==> src/rtl/flow_sequencer_if.sv <==
// Instruction/flag inputs and datapath control outputs of the flow sequencer.
// master = sequencer side, slave = memory/datapath side.
interface flow_sequencer_if;
  logic [15:0] current_instruction;
  logic [15:0] zeroflag;
  logic        step_mode;
  logic        step;
  logic        program_counter_increment;
  logic [3:0]  alu_op;
  logic [15:0] alu_a_altern;
  logic [15:0] alu_b_altern;
  logic [3:0]  alu_a_select;
  logic [3:0]  alu_b_select;
  logic        alu_a_source;
  logic        alu_b_source;
  logic [3:0]  alu_out_select;
  logic [1:0]  alu_load_src;
  logic        alu_store_to_mem;
  logic        alu_store_to_stk;
  logic [3:0]  vga_color_select;
  logic [3:0]  vga_coord_select;
  logic        vga_write;
  logic        halted;
  logic        illegal;
  logic [2:0]  state;

  modport master (
    input  current_instruction, zeroflag, step_mode, step,
    output program_counter_increment, alu_op, alu_a_altern, alu_b_altern,
           alu_a_select, alu_b_select, alu_a_source, alu_b_source,
           alu_out_select, alu_load_src, alu_store_to_mem, alu_store_to_stk,
           vga_color_select, vga_coord_select, vga_write, halted, illegal, state
  );

  modport slave (
    output current_instruction, zeroflag, step_mode, step,
    input  program_counter_increment, alu_op, alu_a_altern, alu_b_altern,
           alu_a_select, alu_b_select, alu_a_source, alu_b_source,
           alu_out_select, alu_load_src, alu_store_to_mem, alu_store_to_stk,
           vga_color_select, vga_coord_select, vga_write, halted, illegal, state
  );
endinterface

==> src/rtl/flow_sequencer.sv <==
// Multi-cycle fetch/decode/execute controller: 3 cycles per instruction, 4 for imm/load forms.
// No backpressure; step_mode holds the sequencer in FETCH until a step pulse.
module flow_sequencer (
  input  logic             clock,
  input  logic             resetn,
  flow_sequencer_if.master bus
);
  localparam logic [3:0] ALU_PASS_B = 4'h0;

  localparam logic [3:0] C_NOP  = 4'h0;
  localparam logic [3:0] C_ALU  = 4'h1;
  localparam logic [3:0] C_ALUI = 4'h2;
  localparam logic [3:0] C_LD   = 4'h3;
  localparam logic [3:0] C_ST   = 4'h4;
  localparam logic [3:0] C_LDS  = 4'h5;
  localparam logic [3:0] C_STS  = 4'h6;
  localparam logic [3:0] C_JZ   = 4'h7;
  localparam logic [3:0] C_JMP  = 4'h8;
  localparam logic [3:0] C_DRAW = 4'h9;
  localparam logic [3:0] C_HALT = 4'hF;

  typedef enum logic [2:0] {
    S_FETCH  = 3'd0,
    S_DECODE = 3'd1,
    S_IMM    = 3'd2,
    S_EXEC   = 3'd3,
    S_WAIT   = 3'd4,
    S_HALT   = 3'd5
  } state_t;

  state_t      state_q, state_d;
  logic [15:0] ir_q;
  logic [15:0] imm_q;
  logic [3:0]  cls, fn, rd, rb;

  assign cls = ir_q[15:12];
  assign fn  = ir_q[11:8];
  assign rd  = ir_q[7:4];
  assign rb  = ir_q[3:0];

  always_ff @(posedge clock or negedge resetn) begin
    if (!resetn) begin
      state_q <= S_FETCH;
      ir_q    <= 16'h0000;
      imm_q   <= 16'h0000;
    end else begin
      state_q <= state_d;
      if (state_q == S_FETCH && state_d == S_DECODE)
        ir_q <= bus.current_instruction;
      // r0 already points past the opcode, so memory now shows the immediate word
      if (state_q == S_IMM)
        imm_q <= bus.current_instruction;
    end
  end

  always_comb begin
    state_d = state_q;
    case (state_q)
      S_FETCH:  if (!(bus.step_mode && !bus.step)) state_d = S_DECODE;
      S_DECODE: begin
        if (cls == C_ALUI || cls == C_JMP) state_d = S_IMM;
        else if (cls == C_HALT)            state_d = S_HALT;
        else                               state_d = S_EXEC;
      end
      S_IMM:    state_d = S_EXEC;
      S_EXEC:   state_d = (cls == C_LD || cls == C_LDS) ? S_WAIT : S_FETCH;
      S_WAIT:   state_d = S_FETCH;
      S_HALT:   state_d = S_HALT;
      default:  state_d = S_FETCH;
    endcase
  end

  assign bus.state        = state_q;
  assign bus.alu_a_altern = 16'h0000;
  assign bus.alu_a_source = 1'b0;
  assign bus.halted       = (state_q == S_HALT);

  always_comb begin
    bus.program_counter_increment = 1'b0;
    bus.alu_op                    = ALU_PASS_B;
    bus.alu_b_altern              = 16'h0000;
    bus.alu_a_select              = 4'h0;
    bus.alu_b_select              = 4'h0;
    bus.alu_b_source              = 1'b0;
    bus.alu_out_select            = 4'h0;
    bus.alu_load_src              = 2'b00;
    bus.alu_store_to_mem          = 1'b0;
    bus.alu_store_to_stk          = 1'b0;
    bus.vga_color_select          = 4'h0;
    bus.vga_coord_select          = 4'h0;
    bus.vga_write                 = 1'b0;
    bus.illegal                   = 1'b0;
    case (state_q)
      S_DECODE: bus.program_counter_increment = 1'b1;
      S_EXEC: begin
        case (cls)
          C_NOP, C_HALT: ;
          C_ALU, C_ALUI: begin
            bus.alu_a_select   = rd;
            bus.alu_b_select   = rb;
            bus.alu_op         = fn;
            bus.alu_out_select = rd;
            bus.alu_load_src   = 2'b01;
            if (cls == C_ALUI) begin
              bus.alu_b_source              = 1'b1;
              bus.alu_b_altern              = imm_q;
              bus.program_counter_increment = 1'b1;
            end
          end
          C_LD, C_LDS: begin
            bus.alu_b_select   = rb;
            bus.alu_out_select = rd;
          end
          C_ST, C_STS: begin
            bus.alu_b_select     = rb;
            bus.alu_out_select   = rd;
            bus.alu_store_to_mem = (cls == C_ST);
            bus.alu_store_to_stk = (cls == C_STS);
          end
          // zeroflag is read live here; the DECODE increment only disturbs flag 0
          C_JZ: begin
            if (bus.zeroflag[rd]) begin
              bus.alu_b_select = rb;
              bus.alu_load_src = 2'b01;
            end
          end
          C_JMP: begin
            bus.alu_b_source = 1'b1;
            bus.alu_b_altern = imm_q;
            bus.alu_load_src = 2'b01;
          end
          C_DRAW: begin
            bus.vga_color_select = rd;
            bus.vga_coord_select = rb;
            bus.vga_write        = 1'b1;
          end
          default: bus.illegal = 1'b1;
        endcase
      end
      S_WAIT: begin
        bus.alu_b_select   = rb;
        bus.alu_out_select = rd;
        bus.alu_load_src   = (cls == C_LDS) ? 2'b11 : 2'b10;
      end
      default: ;
    endcase
  end
endmodule

==> src/flat_wrapper.sv <==
// flat-port wrapper written by rule: the top's interface ports become plain ports
module flow_sequencer_flat 
  (clock, resetn, bus_current_instruction, bus_zeroflag, bus_step_mode, bus_step, bus_program_counter_increment, bus_alu_op, bus_alu_a_altern, bus_alu_b_altern, bus_alu_a_select, bus_alu_b_select, bus_alu_a_source, bus_alu_b_source, bus_alu_out_select, bus_alu_load_src, bus_alu_store_to_mem, bus_alu_store_to_stk, bus_vga_color_select, bus_vga_coord_select, bus_vga_write, bus_halted, bus_illegal, bus_state);
  flow_sequencer_if bus_i ();
  input  logic clock;
  input  logic resetn;
  input wire logic [$bits(bus_i.current_instruction)-1:0] bus_current_instruction;
  input wire logic [$bits(bus_i.zeroflag)-1:0] bus_zeroflag;
  input wire logic [$bits(bus_i.step_mode)-1:0] bus_step_mode;
  input wire logic [$bits(bus_i.step)-1:0] bus_step;
  output wire logic [$bits(bus_i.program_counter_increment)-1:0] bus_program_counter_increment;
  output wire logic [$bits(bus_i.alu_op)-1:0] bus_alu_op;
  output wire logic [$bits(bus_i.alu_a_altern)-1:0] bus_alu_a_altern;
  output wire logic [$bits(bus_i.alu_b_altern)-1:0] bus_alu_b_altern;
  output wire logic [$bits(bus_i.alu_a_select)-1:0] bus_alu_a_select;
  output wire logic [$bits(bus_i.alu_b_select)-1:0] bus_alu_b_select;
  output wire logic [$bits(bus_i.alu_a_source)-1:0] bus_alu_a_source;
  output wire logic [$bits(bus_i.alu_b_source)-1:0] bus_alu_b_source;
  output wire logic [$bits(bus_i.alu_out_select)-1:0] bus_alu_out_select;
  output wire logic [$bits(bus_i.alu_load_src)-1:0] bus_alu_load_src;
  output wire logic [$bits(bus_i.alu_store_to_mem)-1:0] bus_alu_store_to_mem;
  output wire logic [$bits(bus_i.alu_store_to_stk)-1:0] bus_alu_store_to_stk;
  output wire logic [$bits(bus_i.vga_color_select)-1:0] bus_vga_color_select;
  output wire logic [$bits(bus_i.vga_coord_select)-1:0] bus_vga_coord_select;
  output wire logic [$bits(bus_i.vga_write)-1:0] bus_vga_write;
  output wire logic [$bits(bus_i.halted)-1:0] bus_halted;
  output wire logic [$bits(bus_i.illegal)-1:0] bus_illegal;
  output wire logic [$bits(bus_i.state)-1:0] bus_state;
  assign bus_i.current_instruction = bus_current_instruction;
  assign bus_i.zeroflag = bus_zeroflag;
  assign bus_i.step_mode = bus_step_mode;
  assign bus_i.step = bus_step;
  assign bus_program_counter_increment = bus_i.program_counter_increment;
  assign bus_alu_op = bus_i.alu_op;
  assign bus_alu_a_altern = bus_i.alu_a_altern;
  assign bus_alu_b_altern = bus_i.alu_b_altern;
  assign bus_alu_a_select = bus_i.alu_a_select;
  assign bus_alu_b_select = bus_i.alu_b_select;
  assign bus_alu_a_source = bus_i.alu_a_source;
  assign bus_alu_b_source = bus_i.alu_b_source;
  assign bus_alu_out_select = bus_i.alu_out_select;
  assign bus_alu_load_src = bus_i.alu_load_src;
  assign bus_alu_store_to_mem = bus_i.alu_store_to_mem;
  assign bus_alu_store_to_stk = bus_i.alu_store_to_stk;
  assign bus_vga_color_select = bus_i.vga_color_select;
  assign bus_vga_coord_select = bus_i.vga_coord_select;
  assign bus_vga_write = bus_i.vga_write;
  assign bus_halted = bus_i.halted;
  assign bus_illegal = bus_i.illegal;
  assign bus_state = bus_i.state;
  flow_sequencer u_core (.clock(clock), .resetn(resetn), .bus(bus_i));
endmodule
==> config.mk <==
export PLATFORM = sky130hd
export DESIGN_NAME = flow_sequencer_flat
export DESIGN_NICKNAME = d
export VERILOG_FILES = /design/src/rtl/flow_sequencer_if.sv /design/src/rtl/flow_sequencer.sv /design/src/flat_wrapper.sv
export SDC_FILE = /design/constraint.sdc
export NUM_CORES = 1
export LEC_CHECK = 0
export CAP_MARGIN = 40
export CORE_MARGIN = 3
export CORE_UTILIZATION = 42
export CTS_BUF_LIST = sky130_fd_sc_hd__clkbuf_2
export CTS_CLUSTER_SIZE = 30
export DETAILED_ROUTE_END_ITERATION = 8
export PLACE_DENSITY = 0.83
export SYNTH_ARGS = -nofsm -noshare
export SYNTH_HDL_FRONTEND = slang
export SYNTH_SLANG_ARGS = --single-unit
==> constraint.sdc <==
create_clock -name clock -period 3.3 [get_ports clock]
set_input_delay 0.825 -clock clock [delete_from_list [all_inputs] [get_ports clock]]
set_output_delay 0.825 -clock clock [all_outputs]
set_load 0.005 [all_outputs]
* Word level (Yosys, flattened, before mapping)
Cells that the tools add are included.
** Storage, ports and cells
- Output and inout port bits :: 69
- Bits in registers :: 35
- Logic and storage cells :: 72
** Cells by class
- Magnitude comparators :: 1
- Reduce and logical (&&, ||, !) cells :: 12
- Eq/ne operators :: 16
- Muxes and demuxes :: 40
** Operators by type and width (number)
- $mux 4 :: 10
- $mux 16 :: 2
- $pmux 16 s2 :: 1
- $pmux 4 s2 :: 3
- $eq 4x3->1 const B :: 4
- $pmux 3 s5 :: 1
- $mux 1 :: 14
- $eq 4x4->1 const B :: 3
- $mux 3 :: 4
- $reduce_or 11->1 :: 1
- $eq 4x2->1 const B :: 2
- $pmux 2 s2 :: 2
- $eq 3x1->1 const B :: 2
- $eq 3x2->1 const B :: 2
- $eq 3x3->1 const B :: 2
- $reduce_or 6->1 :: 1
- $lt 4x5->1 const B :: 1
- $bmux 1 s4 :: 1
- $eq 4x1->1 const B :: 1
- $logic_not 4->1 :: 1
- $pmux 1 s2 :: 2
- $reduce_or 2->1 :: 2
- $logic_not 3->1 :: 1
- $reduce_or 3->1 :: 1
- 3 further kinds :: 5

* Depth between registers and ports, before layout
- Depth after elaboration :: 6
- Gate-level depth with buffers :: 6
- Gate-level depth less buffers :: 4

* Worst setup path before layout
No wires, ideal clock.
- Kind :: input -> output
- Start :: in bus_zeroflag[3]
- End :: out bus_alu_b_select[0]
- Arrival time :: 2.087 ns
- Setup slack :: 0.388 ns
- Cell stages on the path :: 4
- Cells stage by stage :: mux4_1 > mux4_2 > a31oi_4 > nor2b_1
** Between the ends
- Longest elaborated chain between the ends :: 5
** RTL lines
- start, declared :: RTL line flat_wrapper.sv:8 : input wire logic [$bits(bus_i.zeroflag)-1:0] bus_zeroflag;
- $bmux 1 s4 :: RTL line flow_sequencer.sv:122 : if (bus.zeroflag[rd]) begin
- $mux 1 (implied by the code) :: RTL line flow_sequencer.sv:122
- $mux 4 :: RTL line flow_sequencer.sv:122
- $pmux 4 s2 :: RTL line flow_sequencer.sv:96 : case (cls)
- $pmux 4 s2 :: RTL line flow_sequencer.sv:93 : case (state_q)
- end, declared :: RTL line flat_wrapper.sv:16 : output wire logic [$bits(bus_i.alu_b_select)-1:0] bus_alu_b_select;
No other way between the ends. The select of a mux whose other input is x is not followed.

* Worst setup path in the final report
- Start :: in bus_zeroflag[14]
- End :: out bus_alu_b_select[1]
The elaborated chain is that of the path after synthesis.

==> flow_summary_export.csv <==
group,metric,value,unit
finish,mostFrequentLayoutCells,"clkdlybuf4s50_1 (62), and2_1 (36), dfrtp_1 (28)",
floorplanning,dieArea,0.00589,mm2
timing,fmax,305,MHz
worst_setup_path,crit_chain,"clkdlybuf4s15_1 > mux4_2 > mux4_2 > a31oi_4 > buf_6 > nor2b_2 > buf_2",
clock_network,cts_buffer_depth,2,
hold_path,hp-class,"in -> async",
timing,setup_viol,0,
clock_network,numCtsBuffers,5,
floorplanning,core-area,0.00479,mm2
worst_setup_path,r2r_end,"u_core.imm_q[15]$_DFFE_PN0P_",
placed_design,gp_congestion,0.803,
finish,multi_input_area,0.00110,mm2
synth,ys_warn_count,0,
worst_setup_path,arrival,2.46,ns
finish,regArea,885,um2
floorplanning,io_pins,105,
floorplanning,rows,25,
synth,seq_area_frac_synth,0.416,
synth,yosys_register_bits,35,
floorplanning,die_h,76.8,um
detailed_routing,drc,0,
detailed_routing,drt_iter0_drc,88,
clock_network,clk_pin_slew_worst_paths,0.20,ns
global_routing,grt_pass1_wl,8.73,mm
finish,layout_commonest_cell,"clkdlybuf4s50_1",
detailed_routing,antenna_left,0,
timing,fin_skew,0.0103,ns
global_routing,grt_pass1_vias,1830,
power_and_ir_drop,peakVddDrop,433,uV
synth,syn_area_per_cell,11.0,um2
clock_network,cts_tree,"built",
worst_setup_path,max_stage_delay,0.53,ns
run_status,outcome,"completed",
power_and_ir_drop,total_power,2380,uW
detailed_routing,dr.pass1.iters,4,
global_routing,grt_max_degree,36,
placed_design,io_buffers,87,
global_routing,grt_overflow,0,
worst_setup_path,timing.setup.critical_path_class,"in -> out",
detailed_routing,via_per_inst,4.94,
clock_network,insertion_delay,0.37,ns
worst_setup_path,crit_fanout,4,
finish,finalNetCount,321,
clock_network,clkSinkCount,35,
clock_network,root_buffer,"clkbuf_2",
power_and_ir_drop,power.leakage,0.00133,uW
global_routing,grtUsageTotal,0.183,
timing,finalMaxSlewViolations,0,
detailed_routing,drt_wl_total,5.16,mm
worst_setup_path,required,2.47,ns
clock_network,h-tree-depth,2,
timing,tightest_slew,0.768,ns
global_routing,antenna_found_initial,0,
synth,synth_area,0.00210,mm2
worst_setup_path,end_kind,"primary output",
timing,hold_viol_final,0,
finish,final_core_util,0.643,
job,drv_cap,0,
timing,slew_headroom,0.488,
placed_design,dp_hpwl,3.83,mm
floorplanning,initial_core_util,0.439,
synth,synthDistinctLibCells,34,
timing,finalSetupTns,0,ns
timing,rsz0062_at_grt,"true",
finish,nFillCells,409,
finish,final_cells,353,
worst_setup_path,worstRegToRegCells,4,
finish,layout-area-overhead-vs-synth,46.2,%
timing,fin_crit_sh,0.995,
finish,n_antenna_cell,0,
worst_setup_path,r2r_start,"u_core.bus.state[2]$_DFF_PN0_",
worst_setup_path,reg2reg_slack,1.55,ns
power_and_ir_drop,p_per_area,774,mW/mm2
floorplanning,die_w,76.8,um
finish,drive_above_1_share,0.255,
synth,syn_inst,191,
timing,period_minus_slack,3.28,ns
detailed_routing,dr_total_vias,1744,
detailed_routing,wl_per_cell,14.6,um
placed_design,dp_cells,341,
worst_setup_path,crit_top_cell,"mux4_2",
worst_setup_path,cpMaxStageDelayCell,"mux4_2",
worst_setup_path,worstSetupStartpointType,"input pin",
-- critical path, delay by kind of cell --
| kind | cells | cell delay [ns] |
|---|---|---|
| AOI/OAI and AO/OA | 1 | 0.22 |
| buffers and inverters | 3 | 0.41 |
| muxes | 2 | 0.98 |
| and+or+nand+nor | 1 | 0.03 |
-- logic make-up after synthesis --
| group | synth area share |
|---|---|
| AOI/OAI and AO/OA | 0.0428 |
| xor gates and xnor gates | 0.00833 |
| buffers and inverters | 0.0904 |
| DFF | 0.416 |
| muxes | 0.230 |
| other | 0.00178 |
| and+or+nand+nor | 0.210 |
-- layout make-up --
| class | instances | share of cell area |
|---|---|---|
| multi-input cells | 141 | 0.358 |
| repair buffers | 98 | 0.292 |
| flip-flops and latches | 35 | 0.288 |
| well taps | 67 | 0.0273 |
| clock inverters | 3 | 0.0220 |
| clock buffers | 5 | 0.00814 |
| inverters | 4 | 0.00488 |
-- power breakdown --
part	internal, uW	total [uW]	leakage (uW)	switching (uW)
sequential	658	891	0.000406	234
clock	204	355	0.0000492	151
combinational	691	1130	0.000870	441
-- synth_stat cells (all sizes together) --
| cell type | instances | area [um2] |
|---|---|---|
| mux4 | 5 | 124 |
| o311ai | 1 | 8.76 |
| or4b | 1 | 10.0 |
| o21ai | 1 | 5.00 |
| nand2 | 5 | 18.8 |
| o31ai | 2 | 15.0 |
| conb | 1 | 3.75 |
| nand3 | 2 | 10.0 |
| nand4bb | 1 | 11.3 |
| nand4b | 1 | 8.76 |
| xnor2 | 1 | 8.76 |
| nor2 | 9 | 33.8 |
| nor4b | 1 | 15.0 |
| nor2b | 4 | 25.0 |
| nor3 | 6 | 30.0 |
| xor2 | 1 | 8.76 |
| nand2b | 4 | 25.0 |
| mux2 | 32 | 360 |
| a31oi | 3 | 33.8 |
| nand3b | 3 | 22.5 |
| inv | 4 | 15.0 |
| buf | 20 | 149 |
| clkbuf | 7 | 26.3 |
| dfrtp | 35 | 876 |
| and2 | 36 | 225 |
| o31a | 1 | 8.76 |
| o32ai | 1 | 8.76 |
| a21oi | 2 | 10.0 |
| and3 | 1 | 6.26 |
-- flip-flops by register name (all words and copies together), names as in the netlist --
register          cells
u_core.bus.state      3
u_core.imm_q         16
u_core.ir_q          16
-- per-layer routing --
metal	track usage	part of all wire
met2	0.309	0.49
met5	0	0
met3	0.0657	0.10
met4	0.0326	0.0027
met1	0.227	0.41
-- what timing repair did --
action / in CTS / in global routing
hold buffers: 0 / 0
gates resized for setup: 63 / 14
buffers inserted: 3 / 1
endpoints found under the setup margin: 5 / 30
pin swaps: 1 / 0
-- per-stage QoR --
step	area, um2	hold slack [ns]	worst slack [ns]
floorplan	2160	0.449	0.388
global placement	2990	0.460	-0.530
detailed placement	3000	0.479	-0.567
CTS	3060	0.484	0.00196
global route	3080	0.469	-0.0563
finish	3080	0.487	0.0179
-- worst max-delay path by stage --
stage | cells past startpoint | from | to
floorplan | 4 | bus_zeroflag[3] | bus_alu_b_select[0]
global placement | 6 | bus_zeroflag[4] | bus_alu_b_select[1]
detailed placement | 6 | bus_zeroflag[0] | bus_alu_b_select[1]
CTS | 7 | bus_zeroflag[14] | bus_alu_b_select[1]
global route | 6 | u_core.ir_q[5]$_DFFE_PN0P_ | bus_alu_b_select[1]
finish | 7 | bus_zeroflag[14] | bus_alu_b_select[1]
No activity file was read; power rests on OpenSTA's default activity.
